`config.mk`:
```
export PLATFORM = sky130hd
export DESIGN_NAME = mem_arbiter_flat
export DESIGN_NICKNAME = d
export VERILOG_FILES = /design/src/rtl/mem_arbiter_if.sv /design/src/rtl/mem_arbiter.sv /design/src/flat_wrapper.sv
export SDC_FILE = /design/constraint.sdc
export NUM_CORES = 1
export LEC_CHECK = 0
export CORE_MARGIN = 3
export CORE_UTILIZATION = 45
export CTS_CLUSTER_SIZE = 30
export DETAILED_ROUTE_END_ITERATION = 7
export GPL_TIMING_DRIVEN = 1
export PLACE_DENSITY = 0.87
export SLEW_MARGIN = 15
export SYNTH_ARGS = -nofsm -noshare
export SYNTH_HDL_FRONTEND = slang
export SYNTH_SLANG_ARGS = --single-unit
```
`constraint.sdc`:
```
create_clock -name clk -period 4.1 [get_ports clk]
set_clock_uncertainty 0.2 [all_clocks]
set_input_delay 0.615 -clock clk [delete_from_list [all_inputs] [get_ports clk]]
set_output_delay 0.615 -clock clk [all_outputs]
set_load 0.01 [all_outputs]
```
`src/rtl/mem_arbiter_if.sv`:
```
// Requester and RAM-side signals of mem_arbiter.
// The master side drives requests and RAM read data; the slave side is the arbiter.
interface mem_arbiter_if;
  logic        ifReq;
  logic [31:0] ifAddr;
  logic        dmReq;
  logic        dmWe;
  logic [31:0] dmAddr;
  logic [31:0] dmWdata;
  logic [31:0] ramRdata;
  logic        ramEn;
  logic        ramWe;
  logic [31:0] ramAddr;
  logic [31:0] ramWdata;
  logic        ifAck;
  logic        dmAck;
  logic [31:0] ifRdata;
  logic [31:0] dmRdata;
  logic        ifStall;
  logic        dmStall;

  modport master (
    output ifReq, ifAddr, dmReq, dmWe, dmAddr, dmWdata, ramRdata,
    input  ramEn, ramWe, ramAddr, ramWdata, ifAck, dmAck, ifRdata, dmRdata, ifStall, dmStall
  );

  modport slave (
    input  ifReq, ifAddr, dmReq, dmWe, dmAddr, dmWdata, ramRdata,
    output ramEn, ramWe, ramAddr, ramWdata, ifAck, dmAck, ifRdata, dmRdata, ifStall, dmStall
  );
endinterface

```
`src/rtl/mem_arbiter.sv`:
```
// Shares one single-port RAM between the fetch port and the MEM-stage port, WAIT cycles per access.
// Define ARB_RR_EN for round-robin on simultaneous requests; otherwise the data port always wins.
module mem_arbiter #(
  parameter int unsigned WAIT = 2
) (
  input logic          clk,
  input logic          clr,
  mem_arbiter_if.slave bus
);

  // state    | meaning
  // IDLE     | RAM disabled, arbitrate pending requests
  // GRANT_IF | fetch access driven on RAM, wait counter running
  // GRANT_DM | data access driven on RAM, wait counter running
  // DONE     | granted port acked, RAM disabled
  typedef enum logic [1:0] {IDLE, GRANT_IF, GRANT_DM, DONE} state_t;

  state_t     state;
  logic [3:0] cnt;
  logic       pick_dm;

`ifdef ARB_RR_EN
  logic ptr_dm;

  // ptr_dm set means the data port was not granted last and wins a tie
  always_comb pick_dm = bus.dmReq & (~bus.ifReq | ptr_dm);
`else
  always_comb pick_dm = bus.dmReq;
`endif

  always_ff @(posedge clk or negedge clr) begin
    if (!clr) begin
      state        <= IDLE;
      cnt          <= '0;
      bus.ramEn    <= 1'b0;
      bus.ramWe    <= 1'b0;
      bus.ramAddr  <= '0;
      bus.ramWdata <= '0;
      bus.ifAck    <= 1'b0;
      bus.dmAck    <= 1'b0;
      bus.ifRdata  <= '0;
      bus.dmRdata  <= '0;
`ifdef ARB_RR_EN
      ptr_dm       <= 1'b1;
`endif
    end else begin
      bus.ifAck <= 1'b0;
      bus.dmAck <= 1'b0;
      case (state)
        IDLE: begin
          if (pick_dm) begin
            state        <= GRANT_DM;
            cnt          <= 4'(WAIT - 1);
            bus.ramEn    <= 1'b1;
            bus.ramWe    <= bus.dmWe;
            bus.ramAddr  <= bus.dmAddr;
            bus.ramWdata <= bus.dmWdata;
`ifdef ARB_RR_EN
            ptr_dm       <= 1'b0;
`endif
          end else if (bus.ifReq) begin
            state        <= GRANT_IF;
            cnt          <= 4'(WAIT - 1);
            bus.ramEn    <= 1'b1;
            bus.ramWe    <= 1'b0;
            bus.ramAddr  <= bus.ifAddr;
`ifdef ARB_RR_EN
            ptr_dm       <= 1'b1;
`endif
          end
        end
        GRANT_IF, GRANT_DM: begin
          if (cnt == 4'd0) begin
            state     <= DONE;
            bus.ramEn <= 1'b0;
            bus.ramWe <= 1'b0;
            if (state == GRANT_IF) begin
              bus.ifRdata <= bus.ramRdata;
              bus.ifAck   <= 1'b1;
            end else begin
              // writes leave the data-port read register untouched
              if (!bus.ramWe) bus.dmRdata <= bus.ramRdata;
              bus.dmAck <= 1'b1;
            end
          end else begin
            cnt <= cnt - 4'd1;
          end
        end
        DONE:    state <= IDLE;
        default: state <= IDLE;
      endcase
    end
  end

  assign bus.ifStall = bus.ifReq & ~bus.ifAck;
  assign bus.dmStall = bus.dmReq & ~bus.dmAck;

endmodule

```
`src/flat_wrapper.sv`:
```
// flat-port wrapper written by rule: the top's interface ports become plain ports
module mem_arbiter_flat 
#(
  parameter int unsigned WAIT = 2
)
  (clk, clr, bus_ifReq, bus_ifAddr, bus_dmReq, bus_dmWe, bus_dmAddr, bus_dmWdata, bus_ramRdata, bus_ramEn, bus_ramWe, bus_ramAddr, bus_ramWdata, bus_ifAck, bus_dmAck, bus_ifRdata, bus_dmRdata, bus_ifStall, bus_dmStall);
  mem_arbiter_if bus_i ();
  input logic clk;
  input logic clr;
  input wire logic [$bits(bus_i.ifReq)-1:0] bus_ifReq;
  input wire logic [$bits(bus_i.ifAddr)-1:0] bus_ifAddr;
  input wire logic [$bits(bus_i.dmReq)-1:0] bus_dmReq;
  input wire logic [$bits(bus_i.dmWe)-1:0] bus_dmWe;
  input wire logic [$bits(bus_i.dmAddr)-1:0] bus_dmAddr;
  input wire logic [$bits(bus_i.dmWdata)-1:0] bus_dmWdata;
  input wire logic [$bits(bus_i.ramRdata)-1:0] bus_ramRdata;
  output wire logic [$bits(bus_i.ramEn)-1:0] bus_ramEn;
  output wire logic [$bits(bus_i.ramWe)-1:0] bus_ramWe;
  output wire logic [$bits(bus_i.ramAddr)-1:0] bus_ramAddr;
  output wire logic [$bits(bus_i.ramWdata)-1:0] bus_ramWdata;
  output wire logic [$bits(bus_i.ifAck)-1:0] bus_ifAck;
  output wire logic [$bits(bus_i.dmAck)-1:0] bus_dmAck;
  output wire logic [$bits(bus_i.ifRdata)-1:0] bus_ifRdata;
  output wire logic [$bits(bus_i.dmRdata)-1:0] bus_dmRdata;
  output wire logic [$bits(bus_i.ifStall)-1:0] bus_ifStall;
  output wire logic [$bits(bus_i.dmStall)-1:0] bus_dmStall;
  assign bus_i.ifReq = bus_ifReq;
  assign bus_i.ifAddr = bus_ifAddr;
  assign bus_i.dmReq = bus_dmReq;
  assign bus_i.dmWe = bus_dmWe;
  assign bus_i.dmAddr = bus_dmAddr;
  assign bus_i.dmWdata = bus_dmWdata;
  assign bus_i.ramRdata = bus_ramRdata;
  assign bus_ramEn = bus_i.ramEn;
  assign bus_ramWe = bus_i.ramWe;
  assign bus_ramAddr = bus_i.ramAddr;
  assign bus_ramWdata = bus_i.ramWdata;
  assign bus_ifAck = bus_i.ifAck;
  assign bus_dmAck = bus_i.dmAck;
  assign bus_ifRdata = bus_i.ifRdata;
  assign bus_dmRdata = bus_i.dmRdata;
  assign bus_ifStall = bus_i.ifStall;
  assign bus_dmStall = bus_i.dmStall;
  mem_arbiter #(.WAIT(WAIT)) u_core (.clk(clk), .clr(clr), .bus(bus_i));
endmodule
```
After elaboration in Yosys (flattened, before gate mapping)
Index checks and enable logic that the tools add are counted.
Operators by class
  bitwise logic cells: 6
  equality and inequality tests: 6
  add/subtract/negate cells: 1
  reductions and logical operators: 12
  mux-type cells: 23
Operators by type and width (count)
  32-bit two-way mux: 2
  4-bit two-way mux: 3
  1-bit two-way mux: 11
  3-bit AND reduction: 3
  4-bit case mux with 2 select lines: 1
  2-bit two-way mux: 3
  2-bit case mux with 3 select lines: 1
  2-bit AND reduction: 3
  2-bit == test, second input constant: 2
  4-bit logical NOT: 1
  1-bit NOT: 4
  1-bit case mux with 2 select lines: 2
  4-bit AND reduction: 1
  2-bit nonzero test: 2
  4-bit by 1-bit subtractor with 4-bit output, second input constant: 1
  3-bit inequality test, second input constant: 1
  1-bit AND: 2
  2-bit by 1-bit == test with 1-bit output, second input constant: 1
  2-bit logical NOT: 1
  2-bit by 1-bit inequality test with 1-bit output, second input constant: 1
  2-bit inequality test, second input constant: 1
  2-bit OR reduction: 1
Storage, ports and cells
  bits of input ports: 133
  register bits after elaboration: 138
  output and inout port bits: 134

Logic depth before layout (Yosys ltp)
  depth after elaboration: 4
  gate-level depth with buffers: 8

Worst setup path after synthesis
OpenSTA, ideal clock, no wires.
  path kind: input -> output
  start point: input port bus_dmReq
  end point: output port bus_dmStall
  stages: 3
  path slack: 1.983 ns
  data arrival time: 1.302 ns
  path buffers: 2
  cell sequence: buf_2 buf_2 nor2b_1
Between the ends
  longest elaborated chain between the ends: 1
RTL lines
  from (decl): line flat_wrapper.sv:12  | input wire logic [$bits(bus_i.dmReq)-1:0] bus_dmReq;
  1-bit AND: line mem_arbiter.sv:96  | assign bus.dmStall = bus.dmReq & ~bus.dmAck;
  to (decl): line flat_wrapper.sv:26  | output wire logic [$bits(bus_i.dmStall)-1:0] bus_dmStall;
No other way between the ends.

Final worst setup path
  start point: input port bus_ifReq
  end point: output port bus_ifStall
Between the ends
  longest elaborated chain between the ends: 1
RTL lines
  from (decl): line flat_wrapper.sv:10  | input wire logic [$bits(bus_i.ifReq)-1:0] bus_ifReq;
  1-bit AND: line mem_arbiter.sv:95  | assign bus.ifStall = bus.ifReq & ~bus.ifAck;
  to (decl): line flat_wrapper.sv:25  | output wire logic [$bits(bus_i.ifStall)-1:0] bus_ifStall;
No other way between the ends.

==> summary.txt <==
Job
  • MaxCap Viol Count: 0

Placed design
  • Dpl ws: 1.210 ns
  • Routability cong.: 0.8013
  • DP HPWL: 11760 um
  • Port-buffer cells: 266
  • Post-placement cell area: 8578 um2

Critical path
  • Cells along the critical path: clkdlybuf4s50_1, nor2b_1, clkdlybuf4s50_1
  • Critical path data required time: 3.28 ns
  • Crit path largest cell delay: 0.69 ns
  • CP Max Fanout: 6
  • Arr. time, crit path: 2.07 ns
  • WS Path Type: input port to output pin
  • CP Capture Type: output pin
  • Setup crit start kind: input port
  • Most Frequent Cell on Critical Path: clkdlybuf4s50_1
  • Path depth of the worst reg2reg path: 4
  • CP max stage cell: clkdlybuf4s50_1
  • R2r setup slk: 1.43 ns

Pwr
  • Psw: 0.002290 W
  • Sw frac: 0.3136
  • Int Power: 0.005012 W
  • P_leak: 4.037 nW
  • Share of power burned in registers: 0.335
  • Peak supply drop: 0.0004055 V
  • PwrDens: 795.1 nW/um2
  • Comb power frac: 0.452
  • Clock share of power: 0.213
  • Tot Pwr: 0.007302 W

Synth
  • Mean Syn Cell Area: 13.95 um2
  • Synth Instances: 415
  • Seq/Total Area, Yosys: 0.5964
  • Synthesized flop and latch total: 138
  • Post-Syn Nets: 552
  • Syn Std Cell Area: 5791 um2
  • Synth warn: 0
  • Post-synth cell types: 36

Timing
  • Final worst slack: 1.217 ns
  • Tcrit/Tclk final: 0.7031
  • Max_slew headroom: 0.3555
  • Hold slack: 0.09265 ns
  • Hold Fails Final Rpt: 0
  • Clock period minus worst slack: 2.883 ns
  • Achievable Freq: 346.9 MHz
  • Slew @ Worst Pin: 0.9667 ns
  • Final setup viols: 0
  • Setup TNS: 0 ns
  • RSZ-0062 raised after global routing: false
  • Slew Limit Fails: 0

Clock tree
  • Worst-Skew Late Latency: 0.41 ns
  • CTS Buf Count: 17
  • Root Buffer: clkbuf_16
  • Post-CTS setup buffers: 0
  • CTS resizes: 0
  • CTS Hold Bufs: 0
  • Clk pin slew, worst setup/hold paths: 0.06 ns
  • Clk sinks: 138
  • CTS max path bufs: 2
  • H-Tree Depth: 4
  • CTS tree: done

Global route
  • Overflow after GRT: 0
  • First-pass GRT wire length: 25340 um
  • Pin count of the biggest net entering global routing: 108
  • Vias in the first global route: 4727
  • Initial antenna violation count: 0
  • Total GRT Usage: 0.2284

Floorplanning
  • Die Ht: 119.4 um
  • # IOs: 267
  • Die W: 119.4 um
  • Starting Density: 0.4703
  • Die area: 14260 um2
  • Row cnt: 40
  • Core ar.: 12310 um2

Route
  • Met1 wire length: 6075 um
  • Detailed Routing Iterations Pass 1: 4
  • Antenna-violating nets left: 0
  • Highest metal used: met4
  • Post-DR vias/cell: 5.037
  • Drt drc: 0
  • First DRT Iteration DRCs: 250
  • Met2 Wirelength: 8298 um
  • Vias after detailed routing: 4347
  • WL/cell: 18.49 um
  • WL met3: 1333 um
  • DRT Wirelength: 15960 um

Final layout
  • Final Cell Area: 9184 um2
  • Layout cell share with drive strength beyond 1: 0.2000
  • Diode count: 0
  • Filler instances: 811
  • Final net count: 819
  • Area delta synth->final: 58.60%

Status
  • Status: completed

Hold path
  • Hold Crit Class: input port to asynchronous set/reset pin
[metrics by stage]
step / instances / utilization
2_1_floorplan: 415 / -
3_3_place_gp: 831 / 0.6967
3_5_place_dp: 831 / 0.6967
4_1_cts: 863 / 0.7459
5_1_grt: 863 / 0.7459
6_report: 863 / 0.7459
[state kept, by name (all words and copies together) (netlist names)]
name,flops
u_core.bus.ramWdata,32
u_core.bus.ifAck,1
u_core.bus.ifRdata,32
u_core.bus.ramEn,1
u_core.state,2
u_core.bus.dmAck,1
u_core.bus.dmRdata,32
u_core.bus.ramWe,1
u_core.cnt,4
u_core.bus.ramAddr,32
[cell type report]
class | instances | area [um2] | area share
inverters | 5 | 18.77 | 0.002044
clock inverters | 11 | 145.1 | 0.01580
flip-flops and latches | 138 | 3453 | 0.3760
clock buffers | 21 | 460.4 | 0.05014
repair buffers | 273 | 2711 | 0.2952
multi-input cells | 247 | 2185 | 0.2379
well taps | 168 | 210.2 | 0.02289
[cells in the mapped netlist]
library cell  instances  share of area
dfrtp_1             138           0.60
mux2_2               65           0.13
o21ai_0              38          0.033
nand2_1              36          0.023
mux2i_1              32          0.055
mux2_4               30          0.078
buf_2                10         0.0086
clkbuf_1              7         0.0045
nand3_1               6         0.0052
inv_1                 5         0.0032
buf_4                 4         0.0052
ha_1                  4         0.0086
nor2b_1               4         0.0043
a21oi_1               3         0.0026
and3_1                3         0.0032
buf_6                 3         0.0058
nand2b_1              3         0.0032
nor2_1                3         0.0019
nand3b_1              2         0.0026
nor3b_2               2         0.0043
o22ai_1               2         0.0022
a211oi_1              1         0.0013
a21o_1                1         0.0013
and2_1                1         0.0011
clkbuf_2              1        0.00086
mux2_1                1         0.0019
nand3_4               1         0.0030
nand4b_1              1         0.0015
nor4_1                1         0.0011
nor4b_1               1         0.0015
o211ai_1              1         0.0013
o21a_1                1         0.0013
o2bb2ai_1             1         0.0015
or3b_2                1         0.0015
or4_1                 1         0.0013
or4b_1                1         0.0017
[cells by family (layout without fill, tap and decap cells)]
logic type,Yosys count,count (layout),synth area share
flops,138,138,0.5964
mux,128,128,0.2615
simple gates,67,67,0.06094
compound gates,48,48,0.04430
buf+inv,30,310,0.02831
fa+ha+maj,4,4,0.008643
[metal layers]
metal,track usage,vias to the layer above
met4,0.07158,0
met2,0.4037,209
met3,0.08120,19
met5,0,-
li1,-,1990
met1,0.2582,2129
[power groups by stage]
stage	registers [W]	logic, W	clock network, W
2_1_floorplan	0.00270	0.00126	0
3_3_place_gp	0.00239	0.00320	0
3_5_place_dp	0.00245	0.00331	0
4_1_cts	0.00244	0.00334	0.00159
5_1_grt	0.00252	0.00352	0.00165
6_report	0.00244	0.00330	0.00156
[worst max-delay path: cells and delay by family]
| kind | cells | cell delay, ns |
|---|---|---|
| AND/OR/NAND/NOR | 1 | 0.21 |
| buffers and inverters | 2 | 1.24 |
[path summary, 6_finish.rpt]
kind                                                         start                            endpoint
worst max register to register         u_core.state[0]$_DFFE_PN0P_  u_core.bus.dmRdata[29]$_DFFE_PN0P_
max in group asynchronous                                      clr  u_core.bus.ifRdata[10]$_DFFE_PN0P_
worst min register to register  u_core.bus.ramAddr[28]$_DFFE_PN0P_  u_core.bus.ramAddr[28]$_DFFE_PN0P_
min in group clk                u_core.bus.ramAddr[28]$_DFFE_PN0P_  u_core.bus.ramAddr[28]$_DFFE_PN0P_
worst max-delay path                                     bus_ifReq                         bus_ifStall
worst min-delay path                                           clr   u_core.bus.dmRdata[0]$_DFFE_PN0P_
[placed cells by master (no fill, tap or decap), types with 4 or more instances in the layout]
master             n
nand3_1            6
dfrtp_1          138
buf_4              7
mux2_4            30
o21ai_0           37
nor2b_1            4
clkbuf_16         17
clkdlybuf4s50_1  264
ha_1               4
mux2_2            65
inv_1              5
mux2i_1           32
nand2_1           36
Power figures use the tool's default switching activity.
